**config.mk**
```make
export PLATFORM = sky130hd
export DESIGN_NAME = sample_mem_packer
export DESIGN_NICKNAME = d
export VERILOG_FILES = /design/src/rtl/sample_mem_packer.sv
export SDC_FILE = /design/constraint.sdc
export NUM_CORES = 1
export LEC_CHECK = 0
export CORE_MARGIN = 4
export CORE_UTILIZATION = 50
export DETAILED_ROUTE_END_ITERATION = 8
export PLACE_DENSITY = 0.76
export SYNTH_ARGS = -nofsm -noshare
export SYNTH_HDL_FRONTEND = slang
export SYNTH_SLANG_ARGS = --single-unit
```
**constraint.sdc**
```tcl
create_clock -name clk -period 2.4 [get_ports clk]
set_input_delay 0.36 -clock clk [delete_from_list [all_inputs] [get_ports clk]]
set_output_delay 0.36 -clock clk [all_outputs]
set_load 0.05 [all_outputs]
```
**src/rtl/sample_mem_packer.sv**
```systemverilog
// sample_mem_packer: packs a byte-wide sample stream into 64-bit words and
// writes them through the second port of the shared on-chip memory.
// One capture per start pulse; done pulses after the last (possibly partial)
// word has been written.
module sample_mem_packer #(
    parameter logic [13:0] BASE_ADDR = 14'd0,
    parameter int          MAX_BYTES = 131072
) (
    input  logic        clk,
    input  logic        reset_n,
    input  logic        start,
    input  logic [17:0] num_bytes,
    input  logic        abort,
    input  logic        in_valid,
    input  logic [7:0]  in_data,
    output logic        in_ready,
    output logic [13:0] mem_address,
    output logic        mem_chipselect,
    output logic        mem_clken,
    output logic        mem_write,
    output logic [63:0] mem_writedata,
    output logic [7:0]  mem_byteenable,
    output logic        busy,
    output logic        done,
    output logic [14:0] words_written
);

    localparam logic [1:0] S_IDLE  = 2'd0;
    localparam logic [1:0] S_FILL  = 2'd1;
    localparam logic [1:0] S_WRITE = 2'd2;
    localparam logic [1:0] S_DONE  = 2'd3;

    localparam logic [17:0] MAX_B = 18'(MAX_BYTES);

    logic [1:0]  state_q, state_d;
    logic [17:0] rem_q, rem_d;
    logic [2:0]  lane_q, lane_d;
    logic [13:0] addr_q, addr_d;
    logic [63:0] wdata_q, wdata_d;
    logic [7:0]  be_q, be_d;
    logic [14:0] ww_q, ww_d;
    // Memory-port copies: loaded only when a word is handed to WRITE so the
    // bus holds its last written value between writes.
    logic [13:0] mem_addr_q, mem_addr_d;
    logic [63:0] mem_wdata_q, mem_wdata_d;
    logic [7:0]  mem_be_q, mem_be_d;
    logic        clken_q;

    logic        hs;

    assign hs = in_valid && (state_q == S_FILL);

    // Next-state logic for the capture FSM and its datapath registers.
    always_comb begin
        state_d     = state_q;
        rem_d       = rem_q;
        lane_d      = lane_q;
        addr_d      = addr_q;
        wdata_d     = wdata_q;
        be_d        = be_q;
        ww_d        = ww_q;
        mem_addr_d  = mem_addr_q;
        mem_wdata_d = mem_wdata_q;
        mem_be_d    = mem_be_q;

        case (state_q)
            S_IDLE: begin
                if (start) begin
                    if (num_bytes == 18'd0) begin
                        state_d = S_DONE;
                    end else begin
                        rem_d   = (num_bytes > MAX_B) ? MAX_B : num_bytes;
                        lane_d  = 3'd0;
                        addr_d  = BASE_ADDR;
                        wdata_d = 64'd0;
                        be_d    = 8'd0;
                        ww_d    = 15'd0;
                        state_d = S_FILL;
                    end
                end
            end
            S_FILL: begin
                if (hs) begin
                    wdata_d[{lane_q, 3'b000} +: 8] = in_data;
                    be_d[lane_q] = 1'b1;
                    rem_d  = rem_q - 18'd1;
                    lane_d = lane_q + 3'd1;
                    if (lane_q == 3'd7 || rem_q == 18'd1) begin
                        state_d     = S_WRITE;
                        mem_addr_d  = addr_q;
                        mem_wdata_d = wdata_d;
                        mem_be_d    = be_d;
                    end
                end
            end
            S_WRITE: begin
                addr_d  = addr_q + 14'd1;
                ww_d    = ww_q + 15'd1;
                lane_d  = 3'd0;
                wdata_d = 64'd0;
                be_d    = 8'd0;
                state_d = (rem_q == 18'd0) ? S_DONE : S_FILL;
            end
            default: begin
                state_d = S_IDLE;
            end
        endcase

        // Abort wins over everything, including a same-cycle start; the word
        // count and the memory bus keep their previous values.
        if (abort) begin
            state_d     = S_IDLE;
            ww_d        = ww_q;
            mem_addr_d  = mem_addr_q;
            mem_wdata_d = mem_wdata_q;
            mem_be_d    = mem_be_q;
        end
    end

    // State and datapath registers, cleared asynchronously.
    always_ff @(posedge clk or negedge reset_n) begin
        if (!reset_n) begin
            state_q     <= S_IDLE;
            rem_q       <= 18'd0;
            lane_q      <= 3'd0;
            addr_q      <= 14'd0;
            wdata_q     <= 64'd0;
            be_q        <= 8'd0;
            ww_q        <= 15'd0;
            mem_addr_q  <= 14'd0;
            mem_wdata_q <= 64'd0;
            mem_be_q    <= 8'd0;
            clken_q     <= 1'b0;
        end else begin
            state_q     <= state_d;
            rem_q       <= rem_d;
            lane_q      <= lane_d;
            addr_q      <= addr_d;
            wdata_q     <= wdata_d;
            be_q        <= be_d;
            ww_q        <= ww_d;
            mem_addr_q  <= mem_addr_d;
            mem_wdata_q <= mem_wdata_d;
            mem_be_q    <= mem_be_d;
            clken_q     <= 1'b1;
        end
    end

    assign in_ready       = (state_q == S_FILL);
    assign busy           = (state_q == S_FILL) || (state_q == S_WRITE);
    assign done           = (state_q == S_DONE);
    assign mem_write      = (state_q == S_WRITE);
    assign mem_chipselect = (state_q == S_WRITE);
    assign mem_clken      = clken_q;
    assign mem_address    = mem_addr_q;
    assign mem_writedata  = mem_wdata_q;
    assign mem_byteenable = mem_be_q;
    assign words_written  = ww_q;

endmodule

```
==> impl_metrics.toml, run 1 <==
[outcome]
outcome = "finished, final reports clean"

[critical_path]
r2r_end = "mem_writedata[55]"
critPathRequiredTime_ns = 2.80
crit_buf_inv = 2
crit_family = "simple AND/OR/NAND/NOR gates"
crit_chain = "or4_4 -> nor2_2 -> a21oi_1 -> nor3_4 -> buf_12 -> buf_12 -> mux2_2"
worst-setup-path-type = "flop to flop"
worst_setup_path_start_kind = "flop"
cp-end-kind = "flop"
reg2reg_slack_ns = 0.11
cp_max_fo = 29
reg2reg_from = "rem_q[14]"
max_stage_delay_ns = 0.55
path_common_cell = "buf_12"
worst-r2r-cell-count = 7
arrival_ns = 2.69
cp_slowest_cell = "or4_4"

[floorplan]
die_h_um = 155
io_pins = 138
die_w_um = 155
coreArea_um2 = 21200
start_util_pct = 51.2
rows = 53
dieArea_um2 = 24100

[cts]
numCtsBuffers = 24
cts_buffer_depth = 3
cts_root_buf = "clkbuf_16"
cts.sinks = 211
h-tree-depth = 1
cts_setup_buffers = 0
cts_tree = "done"
worstSkewPairLatency_ns = 0.52
clkTransAtPathRegs_ns = 0.06

[place]
dp_slack_ns = -0.287
place_congestion = 0.919
hpwl_um = 20000
portBuffers = 137

[flow_run]
drv_cap = 0

[timing]
period_share_pct = 95.5
final-setup-viol-count = 0
clock_skew_ns = 0.0152
fmax_mhz = 436
grt_setup_unrepaired = "false"
maxSlewHeadroom_pct = 59.2
final_hold_viol_count = 0
fin_ws_ns = 0.107
maxSlewViolCount = 0
tns_ns = 0
period_minus_slack_ns = 2.29
tightest_slew_ns = 0.596

[finish]
drive_above_1_share_pct = 21.3
fin_nets = 1243
antenna_cells = 0
syn_to_final_growth_pct = 28.0
n_fill_cell = 1632

[synth]
synth_cell_types = 65
netlist_instances = 1022
synth_edf_count = 0
syn_avg_cell_area_um2 = 10.6
synth_area_um2 = 10800
async_reset_ff_share_pct = 100
ys_seq_area_share_pct = 48.8
yosys_register_bits = 211
ys.flop_type = "dfrtp_1"
ys_warn_count = 0
synth_nets = 1066

[route]
wire_per_inst_um = 19.7
dr_total_vias = 9091
wl_um = 29400
first_iter_violations = 694
ant_nets = 0
first_pass_iters = 6
drc_errors = 0
vias_per_cell = 6.10

[pwr]
p_sw_share_pct = 36.3
p_clk_share_pct = 30.0
power_frac_seq_pct = 34.9
power.leakage_nw = 6.06
power_density_nw_per_um2 = 862
ir_drop_v = 0.000567
intPower_w = 0.00761
combPwrFrac_pct = 35.1
p_sw_w = 0.00433

[hold_path]
hp-class = "primary input to async pin"

[global_routing]
antenna_found_initial = 0
grt_overflow = 0
grt_pass1_wl_um = 48200
grt_max_degree = 69
globalRouteTotalUtil_pct = 24.3
first_global_vias = 8956
sequential cells by signal, summed over array words and instances, names as in the netlist:
name / count
mem_clken: 1
mem_byteenable: 8
be_q: 8
lane_q: 3
mem_writedata: 64
addr_q: 14
mem_address: 14
state_q: 2
wdata_q: 64
words_written: 15
rem_q: 18
routing by layer:
metal | wire length (µm) | up-vias | share of wire, % | GRT usage [%]
met1 | 12700 | 4474 | 43 | 34.9
li1 | - | 4168 | - | -
met5 | 0 | - | 0 | 0
met4 | 680 | 0 | 2.3 | 6.43
met2 | 13900 | 393 | 47 | 38.9
met3 | 2180 | 56 | 7.4 | 3.87
area by class of cell:
| class | instances | area [µm²] | share of cell area [%] |
|---|---|---|---|
| flip-flops and latches | 211 | 5280 | 38.1 |
| multi-input cells | 710 | 5130 | 37.1 |
| repair buffers | 225 | 2220 | 16.0 |
| clock buffers | 38 | 744 | 5.37 |
| well taps | 275 | 344 | 2.48 |
| inverters | 27 | 101 | 0.732 |
| clock inverters | 5 | 31.3 | 0.226 |
worst register-to-register path: cells and delay by family, from the launching register on:
family                 cells  cell delay [ns]
AND/OR/NAND/NOR            3             0.91
multiplexers               1             0.39
flip-flops                 1             0.43
AO/OA/AOI/OAI              1             0.11
buffers and inverters      2             0.35
cell usage in the layout, fill, tap and decap left out, types with 4 or more instances in the layout:
master and instances:
nand3b_1 5, nor3_1 20, nand2b_1 7, o31ai_1 13, a32oi_1 4, buf_12 13
o221a_2 4, a31oi_1 8, nand2_1 108, inv_1 26, clkbuf_16 25, a221o_1 4
xnor2_1 9, buf_4 75, nand4_1 9, nor2_1 47, dfrtp_1 210, and3_1 9
nor2b_1 6, a211oi_1 7, o311ai_0 64, nor4_1 7, mux2_1 34, clkbuf_1 6
or3_1 9, a21oi_1 26, clkdlybuf4s50_1 131, mux2i_1 8, o21ai_0 22, nand3_1 91
mux2_2 111, a2111oi_0 5, or4_1 4, and4_1 6, ha_1 10, clkbuf_8 8
worst max-delay path by stage:
stage | slack, ns | end | cells past startpoint | from
floorplan | 0.02 | mem_writedata[48] | 8 | lane_q[0]
global route | 0.009 | mem_writedata[56] | 8 | lane_q[1]
finish | 0.11 | mem_writedata[55] | 7 | rem_q[14]
detailed placement | -0.29 | addr_q[13] | 9 | num_bytes[0]
global placement | -0.39 | addr_q[13] | 9 | num_bytes[0]
CTS | 0.02 | done | 3 | state_q[0]
kinds of logic after synthesis:
kind of cell    Yosys count  share of synthesized area [%]
simple gates            343                           15.6
flops                   211                           48.8
compound gates          190                           13.3
mux                     153                           15.8
buf+inv                 101                           4.15
fa+ha+maj                13                           1.50
xor+xnor                 10                          0.809
other cells               1                         0.0346
timing repair:
| action | 4_1_cts | 5_1_grt |
|---|---|---|
| cloned | 0 | 0 |
| pin swaps | 0 | 0 |
| hold endpoints to repair | 62 | 0 |
| resized for setup | 1 | 8 |
| setup endpoints to repair | 1 | 75 |
| hold buffers | 1 | 0 |
metrics by stage:
stage	util, %	cells	hold slack (ns)	cell area (µm²)	power, W
finish	65.5	1491	0.406	13900	0.0119
global placement	61.6	1447	0.399	13000	0.00824
detailed placement	61.6	1447	0.408	13000	0.00832
floorplan	-	1022	0.0644	10800	0.00669
CTS	65.4	1491	0.423	13800	0.0119
global route	65.5	1491	0.453	13900	0.0125
Yosys cell counts (all sizes together), types with 21 or more instances:
library cell,instances,area [µm²]
o311ai,64,561
nand2,108,405
clkbuf,50,188
a21oi,26,130
inv,27,101
o21ai,25,129
mux2,145,1630
nor2,48,180
nor3,21,116
nand3,91,455
dfrtp,211,5280
buf,24,160
power groups by stage:
stage	sequential, W	combinational (W)	clock [W]
2_1_floorplan	0.00416	0.00253	0
3_3_place_gp	0.00420	0.00404	0
3_5_place_dp	0.00420	0.00411	0
4_1_cts	0.00415	0.00414	0.00365
5_1_grt	0.00421	0.00453	0.00380
6_report	0.00417	0.00419	0.00358
Note: power is estimated with default switching activity, not from simulation.
==> inputs of run 2 (changes only) <==
--- a/config.mk
+++ b/config.mk
@@ -6,9 +6,9 @@
 export NUM_CORES = 1
 export LEC_CHECK = 0
 export CORE_MARGIN = 4
-export CORE_UTILIZATION = 50
+export CORE_UTILIZATION = 51
 export DETAILED_ROUTE_END_ITERATION = 8
-export PLACE_DENSITY = 0.76
+export PLACE_DENSITY = 0.77
 export SYNTH_ARGS = -nofsm -noshare
 export SYNTH_HDL_FRONTEND = slang
 export SYNTH_SLANG_ARGS = --single-unit
==> impl_metrics.toml, run 2 (same netlist as run 1, synthesis figures left out) <==
[pwr]
ir_drop_v = 0.000529
power_density_nw_per_um2 = 850
power.leakage_nw = 6.08

[finish]
fin_nets = 1243
n_fill_cell = 1597
mostFrequentLayoutCells = "dfrtp_1, clkdlybuf4s50_1, mux2_2"
antenna_cells = 0
final_common_cell = "dfrtp_1"
post-route-util_pct = 66.3
drive_above_1_share_pct = 21.4
regArea_um2 = 5280
syn_to_final_growth_pct = 28.4
multiInputGateArea_um2 = 5130

[timing]
fin_ws_ns = 0.101
holdWs_ns = 0.409
maxSlewViolCount = 0
clock_skew_ns = 0.0202
period_minus_slack_ns = 2.30
tns_ns = 0
final_hold_viol_count = 0
fmax_mhz = 435
period_share_pct = 95.8
tightest_slew_ns = 0.980
maxSlewHeadroom_pct = 34.0
final-setup-viol-count = 0

[cts]
cts_tree = "done"
worstSkewPairLatency_ns = 0.53
cts_buffer_depth = 3
clkTransAtPathRegs_ns = 0.06
cts_root_buf = "clkbuf_16"
cts_setup_buffers = 0
numCtsBuffers = 24
h-tree-depth = 1
cts.sinks = 211

[critical_path]
r2r_end = "rem_q[10]"
reg2reg_slack_ns = 0.10
cp-end-kind = "flop"
crit_path_end = "rem_q[10]"
reg2reg_from = "state_q[0]"
worst-setup-path-type = "flop to flop"
arrival_ns = 2.70
critPathRequiredTime_ns = 2.81
cp_max_fo = 8
worst-r2r-cell-count = 6
cp-startpoint = "state_q[0]"
worst_setup_path_start_kind = "flop"

[route]
wire_per_inst_um = 19.8
first_iter_violations = 926
wl_um = 29500
drc_errors = 0
dr_total_vias = 9101
first_pass_iters = 5
vias_per_cell = 6.10
ant_nets = 0

[global_routing]
grt_overflow = 0
antenna_found_initial = 0
grt_max_degree = 78
grt_pass1_wl_um = 48000
first_global_vias = 8917
globalRouteTotalUtil_pct = 24.5

[hold_path]
hp-class = "primary input to async pin"

[floorplan]
coreArea_um2 = 21000
die_h_um = 154
io_pins = 138
dieArea_um2 = 23600
start_util_pct = 51.7
die_w_um = 154
rows = 53

[place]
portBuffers = 137
place_congestion = 0.930
dp_slack_ns = -0.205
hpwl_um = 19500

[flow_run]
drv_cap = 0

[outcome]
outcome = "finished, final reports clean"
## run 2: cell count changes in the layout (fill, tap and decap cells not counted), moves of 2 or more
cell,previous run,this run
buf_12,13,16
buf_4,75,71
clkinv_2,3,6
clkinv_8,0,2
## run 2: critical path, stage by stage (launching register included)
cell and delay [ns]:
dfrtp_1 0.38, buf_4 0.16, ha_4 0.18, o21ai_0 0.78
buf_4 0.30, o31ai_1 0.09, a221o_1 0.30
## run 2: metal layers
| layer | GRT usage [%] | up-vias | share of wire [%] |
|---|---|---|---|
| met3 | 3.60 | 51 | 6.5 |
| met5 | 0 | - | 0 |
| met2 | 39.6 | 374 | 48 |
| li1 | - | 4185 | - |
| met1 | 34.9 | 4491 | 44 |
| met4 | 6.81 | 0 | 2.3 |
## run 2: worst min-delay path by stage
stage	endpoint	cells after the start	start	slack [ns]
2_1_floorplan	addr_q[0]	0	reset_n	0.06
3_3_place_gp	rem_q[11]	1	reset_n	0.42
3_5_place_dp	mem_byteenable[2]	1	reset_n	0.42
4_1_cts	rem_q[11]	2	reset_n	0.44
5_1_grt	mem_byteenable[2]	2	reset_n	0.50
6_report	rem_q[11]	2	reset_n	0.41
## run 2: repair_timing
action / CTS / global route
gates resized for setup: 3 / 6
gates cloned: 0 / 1
hold buffers: 1 / 0
setup endpoints to repair: 3 / 127
pin swaps: 0 / 0
hold endpoints to repair: 65 / 0
## run 2: power breakdown
part	switching (W)	internal, W
clock	0.00150	0.00205
sequential	0.000308	0.00385
combinational	0.00254	0.00158
total	0.00435	0.00747
## run 2: area by class of cell
| class | instances | area share, % |
|---|---|---|
| Tap cell | 275 | 2.48 |
| Multi-Input combinational cell | 710 | 36.9 |
| Clock buffer | 35 | 5.05 |
| Clock inverter | 9 | 0.513 |
| Inverter | 27 | 0.729 |
| Sequential cell | 211 | 38.0 |
| Timing Repair Buffer | 225 | 16.3 |
## run 2: stage by stage
stage               power [W]  std cells  area [µm²]
global route           0.0124       1492       13900
detailed placement    0.00823       1446       13100
CTS                    0.0118       1491       13900
floorplan             0.00669       1022       10800
global placement      0.00817       1446       13100
finish                 0.0118       1492       13900
==> inputs of run 3 (changes only) <==
--- a/config.mk
+++ b/config.mk
@@ -7,6 +7,7 @@
 export LEC_CHECK = 0
 export CORE_MARGIN = 4
 export CORE_UTILIZATION = 51
+export CTS_CLUSTER_SIZE = 25
 export DETAILED_ROUTE_END_ITERATION = 8
 export PLACE_DENSITY = 0.77
 export SYNTH_ARGS = -nofsm -noshare
==> results of run 3 <==
No change in the layout: final DEF, timing and power equal those of run 2.
